**config.mk**
```make
export PLATFORM = sky130hd
export DESIGN_NAME = inst_fetch_ctrl_flat
export DESIGN_NICKNAME = d
export VERILOG_FILES = /design/src/rtl/inst_fetch_ctrl_if.sv /design/src/rtl/inst_fetch_ctrl.sv /design/src/flat_wrapper.sv
export SDC_FILE = /design/constraint.sdc
export NUM_CORES = 1
export LEC_CHECK = 0
export BUFFER_PORTS_ARGS = -buffer_cell sky130_fd_sc_hd__buf_4
export CAP_MARGIN = 20
export CORE_UTILIZATION = 49
export DETAILED_ROUTE_END_ITERATION = 8
export GPL_TIMING_DRIVEN = 0
export PLACE_DENSITY = 0.74
export SYNTH_ARGS = -nofsm -noshare
export SYNTH_HDL_FRONTEND = slang
export SYNTH_SLANG_ARGS = --single-unit
```
**constraint.sdc**
```tcl
create_clock -name clk -period 4.3 [get_ports clk]
set_input_delay 0.86 -clock clk [delete_from_list [all_inputs] [get_ports clk]]
set_output_delay 0.86 -clock clk [all_outputs]
set_load 0.005 [all_outputs]
```
**src/rtl/inst_fetch_ctrl_if.sv**
```systemverilog
`default_nettype none
// +-------------------------------------------------------------------+
// | inst_fetch_ctrl_if : IF-side handshake and byte-wide RAM port     |
// | Rev 1.0                                                           |
// +-------------------------------------------------------------------+
interface inst_fetch_ctrl_if;
  logic [31:0] pc_mem;
  logic        pc_valid;
  logic        flush;
  logic        addr_needed;
  logic        inst_available;
  logic [31:0] inst_out;
  logic [31:0] pc_back;
  logic        mem_req;
  logic        mem_grant;
  logic [31:0] mem_a;
  logic [7:0]  mem_din;

  // master: the fetch engine itself
  modport master (
    input  pc_mem, pc_valid, flush, mem_grant, mem_din,
    output addr_needed, inst_available, inst_out, pc_back, mem_req, mem_a
  );

  // slave: the IF stage / arbiter / RAM surrounding the engine
  modport slave (
    output pc_mem, pc_valid, flush, mem_grant, mem_din,
    input  addr_needed, inst_available, inst_out, pc_back, mem_req, mem_a
  );
endinterface
`default_nettype wire

```
**src/rtl/inst_fetch_ctrl.sv**
```systemverilog
`default_nettype none
// +-------------------------------------------------------------------+
// | inst_fetch_ctrl : byte-serial 32-bit instruction fetch engine;    |
// | ICACHE_EN adds a direct-mapped instruction cache.  Rev 1.0        |
// +-------------------------------------------------------------------+
module inst_fetch_ctrl #(
  parameter int ICACHE_LINES = 32
) (
  input  logic              clk,
  input  logic              rst_n,
  inst_fetch_ctrl_if.master bus
);
  typedef enum logic [1:0] {
    S_IDLE  = 2'd0,
    S_FETCH = 2'd1,
    S_DONE  = 2'd2
  } state_e;

  state_e      state_q;
  logic [31:0] pc_q;
  logic [31:0] data_q;
  logic [31:0] inst_q;
  logic [31:0] pc_back_q;
  logic [2:0]  issue_q;
  logic [1:0]  rcv_q;
  logic        pend_q;

  logic        req;
  logic        avail;
  logic        issue_fire;
  logic        capture;
  logic        last_byte;
  logic        cache_hit;
  logic [31:0] cache_word;
  logic [31:0] word_d;

  assign req        = (state_q == S_FETCH) && !issue_q[2];
  assign avail      = (state_q == S_DONE) && !bus.flush;
  assign issue_fire = req && bus.mem_grant;
  // A read granted in the cycle of a flush is never captured.
  assign capture    = (state_q == S_FETCH) && pend_q && !bus.flush;
  assign last_byte  = capture && (rcv_q == 2'd3);

  always_comb begin
    word_d = data_q;
    word_d[{rcv_q, 3'b000} +: 8] = bus.mem_din;
  end

  assign bus.addr_needed    = (state_q == S_IDLE) && rst_n;
  assign bus.mem_req        = req;
  assign bus.mem_a          = req ? (pc_q + {29'd0, issue_q}) : 32'd0;
  assign bus.inst_available = avail;
  assign bus.inst_out       = avail ? data_q : inst_q;
  assign bus.pc_back        = avail ? pc_q : pc_back_q;

`ifdef ICACHE_EN
  localparam int IDX_W = $clog2(ICACHE_LINES);
  localparam int TAG_W = 30 - IDX_W;

  logic [ICACHE_LINES-1:0] valid_q;
  logic [TAG_W-1:0]        tag_q  [ICACHE_LINES];
  logic [31:0]             line_q [ICACHE_LINES];
  logic [IDX_W-1:0]        rd_idx;
  logic [IDX_W-1:0]        wr_idx;
  logic                    fill;

  assign rd_idx     = bus.pc_mem[IDX_W+1:2];
  assign wr_idx     = pc_q[IDX_W+1:2];
  assign cache_hit  = (bus.pc_mem[1:0] == 2'b00) && valid_q[rd_idx] &&
                      (tag_q[rd_idx] == bus.pc_mem[31:IDX_W+2]);
  assign cache_word = line_q[rd_idx];
  // Only word-aligned fetches are cacheable.
  assign fill       = last_byte && (pc_q[1:0] == 2'b00);

  always_ff @(posedge clk or negedge rst_n) begin
    if (!rst_n) begin
      valid_q <= '0;
    end else if (fill) begin
      valid_q[wr_idx] <= 1'b1;
    end
  end

  always_ff @(posedge clk) begin
    if (fill) begin
      tag_q[wr_idx]  <= pc_q[31:IDX_W+2];
      line_q[wr_idx] <= word_d;
    end
  end
`else
  logic unused_cfg;
  assign unused_cfg = (ICACHE_LINES > 0);
  assign cache_hit  = 1'b0;
  assign cache_word = 32'd0;
`endif

  always_ff @(posedge clk or negedge rst_n) begin
    if (!rst_n) begin
      state_q   <= S_IDLE;
      pc_q      <= 32'd0;
      data_q    <= 32'd0;
      inst_q    <= 32'd0;
      pc_back_q <= 32'd0;
      issue_q   <= 3'd0;
      rcv_q     <= 2'd0;
      pend_q    <= 1'b0;
    end else begin
      case (state_q)
        S_IDLE: begin
          if (bus.pc_valid && !bus.flush) begin
            pc_q    <= bus.pc_mem;
            issue_q <= 3'd0;
            rcv_q   <= 2'd0;
            pend_q  <= 1'b0;
            if (cache_hit) begin
              data_q  <= cache_word;
              state_q <= S_DONE;
            end else begin
              state_q <= S_FETCH;
            end
          end
        end
        S_FETCH: begin
          if (bus.flush) begin
            issue_q <= 3'd0;
            rcv_q   <= 2'd0;
            pend_q  <= 1'b0;
            state_q <= S_IDLE;
          end else begin
            pend_q <= issue_fire;
            if (issue_fire) begin
              issue_q <= issue_q + 3'd1;
            end
            if (capture) begin
              data_q <= word_d;
              rcv_q  <= rcv_q + 2'd1;
            end
            if (last_byte) begin
              state_q <= S_DONE;
            end
          end
        end
        S_DONE: begin
          if (!bus.flush) begin
            inst_q    <= data_q;
            pc_back_q <= pc_q;
          end
          state_q <= S_IDLE;
        end
        default: state_q <= S_IDLE;
      endcase
    end
  end
endmodule
`default_nettype wire

```
**src/flat_wrapper.sv**
```systemverilog
// flat-port wrapper written by rule: the top's interface ports become plain ports
module inst_fetch_ctrl_flat 
#(
  parameter int ICACHE_LINES = 32
)
  (clk, rst_n, bus_pc_mem, bus_pc_valid, bus_flush, bus_mem_grant, bus_mem_din, bus_addr_needed, bus_inst_available, bus_inst_out, bus_pc_back, bus_mem_req, bus_mem_a);
  inst_fetch_ctrl_if bus_i ();
  input  logic clk;
  input  logic rst_n;
  input wire logic [$bits(bus_i.pc_mem)-1:0] bus_pc_mem;
  input wire logic [$bits(bus_i.pc_valid)-1:0] bus_pc_valid;
  input wire logic [$bits(bus_i.flush)-1:0] bus_flush;
  input wire logic [$bits(bus_i.mem_grant)-1:0] bus_mem_grant;
  input wire logic [$bits(bus_i.mem_din)-1:0] bus_mem_din;
  output wire logic [$bits(bus_i.addr_needed)-1:0] bus_addr_needed;
  output wire logic [$bits(bus_i.inst_available)-1:0] bus_inst_available;
  output wire logic [$bits(bus_i.inst_out)-1:0] bus_inst_out;
  output wire logic [$bits(bus_i.pc_back)-1:0] bus_pc_back;
  output wire logic [$bits(bus_i.mem_req)-1:0] bus_mem_req;
  output wire logic [$bits(bus_i.mem_a)-1:0] bus_mem_a;
  assign bus_i.pc_mem = bus_pc_mem;
  assign bus_i.pc_valid = bus_pc_valid;
  assign bus_i.flush = bus_flush;
  assign bus_i.mem_grant = bus_mem_grant;
  assign bus_i.mem_din = bus_mem_din;
  assign bus_addr_needed = bus_i.addr_needed;
  assign bus_inst_available = bus_i.inst_available;
  assign bus_inst_out = bus_i.inst_out;
  assign bus_pc_back = bus_i.pc_back;
  assign bus_mem_req = bus_i.mem_req;
  assign bus_mem_a = bus_i.mem_a;
  inst_fetch_ctrl #(.ICACHE_LINES(ICACHE_LINES)) u_core (.clk(clk), .rst_n(rst_n), .bus(bus_i));
endmodule
```
==> results.toml <==
[cts]
cts-buffers-inserted = 17
clock_sink_count = 136
clock_tree_from_tritoncts = "built"
cts_resized = 0
clock_insertion_delay_worst_skew_ps = 430
post_cts_buffers = 0
cts-root-to-sink-buffers = 2
worst_setup_hold_path_clk_slew_ps = 60
postCtsHoldBufs = 0
clock_tree.root_cell = "clkbuf_16"
h-tree-depth = 4

[timing]
timing.final.crit_share_pct = 82.27
grt_setup_unrepaired = "false"
finalHoldWorstSlack_ps = 395.8
worst_slew_margin_rel_pct = 37.92
max_slew.worst_pin.slew_ps = 929.1
finalHoldViolations = 0
finalSetupViolations = 0
final_number_of_max_transition_violations = 0
final_period_demand_of_the_worst_path_ps = 3538
maxClockFrequency_ghz = 0.2827
skew_ps = 7.126
setup_total_negative_slack_ps = 0

[power]
peakVddDrop_v = 0.0002937
share_seq_of_total_power_pct = 43.8
clock_power_share_pct = 42.2
cellLeakagePower_uw = 0.003906
internal_power_uw = 2551
power_frac_comb_pct = 14.0
net_switching_power_uw = 934.1
power_density_mw_per_mm2 = 432.5
p_sw_share_pct = 26.80

[placement]
routabilityCongestion = 0.8349
dpl.hpwl_um = 10230
placed_cells_incl_taps = 841
io_buffer_count = 142

[route]
drt-wirelength-per-cell_um = 16.49
drt-initial-drc-count = 244
final_wl_um = 14380
via_count = 4570
drt.antenna.violating_nets = 0
route.detailed.drc = 0
dr.pass1.iters = 6
detail_route.vias_per_cell = 5.241

[grt]
grt.met1_usage_pct = 28.76
grt.total_usage_pct = 23.45
gr-usage-met3_pct = 7.411
grt_remaining_overflow = 0
use_met2_pct = 38.75
first_global_vias = 4555
wire_length_of_the_first_global_routing_pass_um = 23030
maximum_number_of_pins_on_one_net_before_global_route_repair = 80
grt_antenna_before_repair = 0
busiest_layer = "met2"

[die]
die_area_sq_mm = 0.01301
initial_core_util_pct = 50.82
fp-row-count = 40
die-height_um = 114.1
die_w_um = 114.1
coreArea_sq_mm = 0.01211
io-pin-count = 144

[synth]
synth_nets = 585
dominantRegCellSynth = "dfrtp_1"
yosys_register_bits = 136
synth-edff-count = 0
seq_area_frac_synth_pct = 55.30
synth.yosys.warnings = 0
asyncSetResetFlopFracSynth_pct = 100.0
post_synth_inst_count = 530
synth_area_sq_mm = 0.006155
synth.lib_cells_used.distinct = 37
syn_avg_cell_area_sq_um = 11.61

[layout]
layout_common_cells = "141 x buf_4, 136 x dfrtp_1, 96 x mux2_2, 87 x nand2_1, 41 x o21ai_0"
layout_commonest_cell = "buf_4"
area_growth_pct = 30.92
antenna_cells = 0
filler_instances = 941
drive_gt1_share_pct = 42.19
finish.net_count = 747
finish.cell_count_without_fillers = 872

[flow_run]
timing.max_cap.violations = 0

[setup_path]
critical-path-max-stage-delay_ps = 400
timing.critical_path.fanout_max = 7
crit_required_ps = 3440
critical-path-top-cell-by-count = "a21oi_1"
crit_slowest_cell = "dfrtp_1"
criticalPathCategory = "reg -> out"
critical_path.endpoint_type = "primary output"
cp_cell_sequence = "ha_1 -> fa_1 -> a21oi_1 -> nor3_4 -> nand4_4 -> or3_1 -> a21oi_1 -> buf_4"
reg2reg_slack_ps = 2120
critPathArrivalTime_ps = 2680
start_kind = "register"

[run_status]
run_status = "finished, final reports clean"

[min_path]
worst_min_path_class = "in -> async"
flip-flops by register name, indices dropped and copies added (netlist names):
name and count:
u_core.pend_q 1, u_core.pc_q 32, u_core.pc_back_q 32, u_core.issue_q 3, u_core.rcv_q 2, u_core.inst_q 32
u_core.data_q 32, u_core.state_q 2
final cells by class:
cell class / count / area (sq um) / share of cell area, %
sequential: 136 / 3403 / 42.24
multi-input combinational: 364 / 2615 / 32.45
timing repair buffer: 143 / 1097 / 13.62
clock buffer: 19 / 442.9 / 5.497
tap: 168 / 210.2 / 2.609
clock inverter: 12 / 152.6 / 1.894
buffer: 24 / 113.9 / 1.413
inverter: 6 / 22.52 / 0.2795
per-stage QoR:
| step | instance area (sq um) | setup WS [ps] | utilization [%] | total power [uW] |
|---|---|---|---|---|
| after floorplan | 6155 | 1411 | - | 1805 |
| after global placement | 7431 | 840.7 | 61.35 | 2001 |
| after detailed placement | 7462 | 1010 | 61.61 | 2035 |
| after CTS | 8058 | 756.6 | 66.53 | 3509 |
| after global routing | 8058 | 622.6 | 66.53 | 3641 |
| final | 8058 | 762.4 | 66.53 | 3485 |
worst max-delay path: cells and delay by family (launching register included):
family	cells	cell delay, ps
simple gates	3	900
fa+ha+maj	2	450
flops	1	400
compound gates	2	360
buf+inv	1	140
path summary, 6_finish.rpt:
| kind | from | to | depth (start not counted) |
|---|---|---|---|
| worst max-delay path | u_core.issue_q[0] | bus_mem_a[30] | 8 |
| worst min-delay path | rst_n | u_core.pc_back_q[9] | 1 |
| worst max register to register | u_core.rcv_q[0] | u_core.data_q[10] | 5 |
| worst min register to register | u_core.data_q[31] | u_core.data_q[31] | 2 |
| max in group asynchronous | rst_n | u_core.data_q[9] | 2 |
| min in group clk | u_core.data_q[31] | u_core.data_q[31] | 2 |
Yosys cell counts, types with 2 or more instances:
cell      instances  area, sq um
nand3_2           2        20.02
o21ai_0          41        205.2
nor3_1            2        10.01
nand2_1          87        326.6
clkbuf_2          3        15.01
xor2_1           16        140.1
nand4_4           2        42.54
and2_1            8        50.05
clkbuf_1          4        15.01
buf_2            16        80.08
and4_1            4        35.03
dfrtp_1         136         3403
nand4_1          10        62.56
nor2_1           32        120.1
a21oi_1          10        50.05
nor3b_1           4        30.03
mux2_2           96         1081
nor4_1            3        18.77
o21bai_1          2        15.01
inv_1             5        18.77
nand3_1           5        25.02
and3_1            8        50.05
or3_1             5        31.28
ha_1              9        112.6
xnor2_1           8        70.07
power by group through the flow:
stage / clock [uW] / combinational [uW] / sequential [uW]
3_3_place_gp: 0 / 471 / 1530
6_report: 1470 / 489 / 1520
2_1_floorplan: 0 / 304 / 1500
3_5_place_dp: 0 / 492 / 1540
5_1_grt: 1550 / 551 / 1540
4_1_cts: 1490 / 494 / 1520
metal layers:
| metal | part of all wire, % | up-vias |
|---|---|---|
| met5 | 0 | - |
| met4 | 1.7 | 0 |
| met3 | 6.1 | 23 |
| met2 | 50 | 157 |
| met1 | 42 | 2243 |
| li1 | - | 2147 |
logic make-up (layout without fill, tap and decap cells):
group	Yosys count	in the layout	synth area share, %
buffers and inverters	30	204	2.216
XOR/XNOR	24	24	3.415
AND/OR/NAND/NOR	177	177	14.25
AO/OA/AOI/OAI	57	57	5.103
multiplexers	96	96	17.56
flip-flops	136	136	55.30
adder cells (fa/ha/maj)	10	10	2.155
Power figures use the tool's default switching activity.
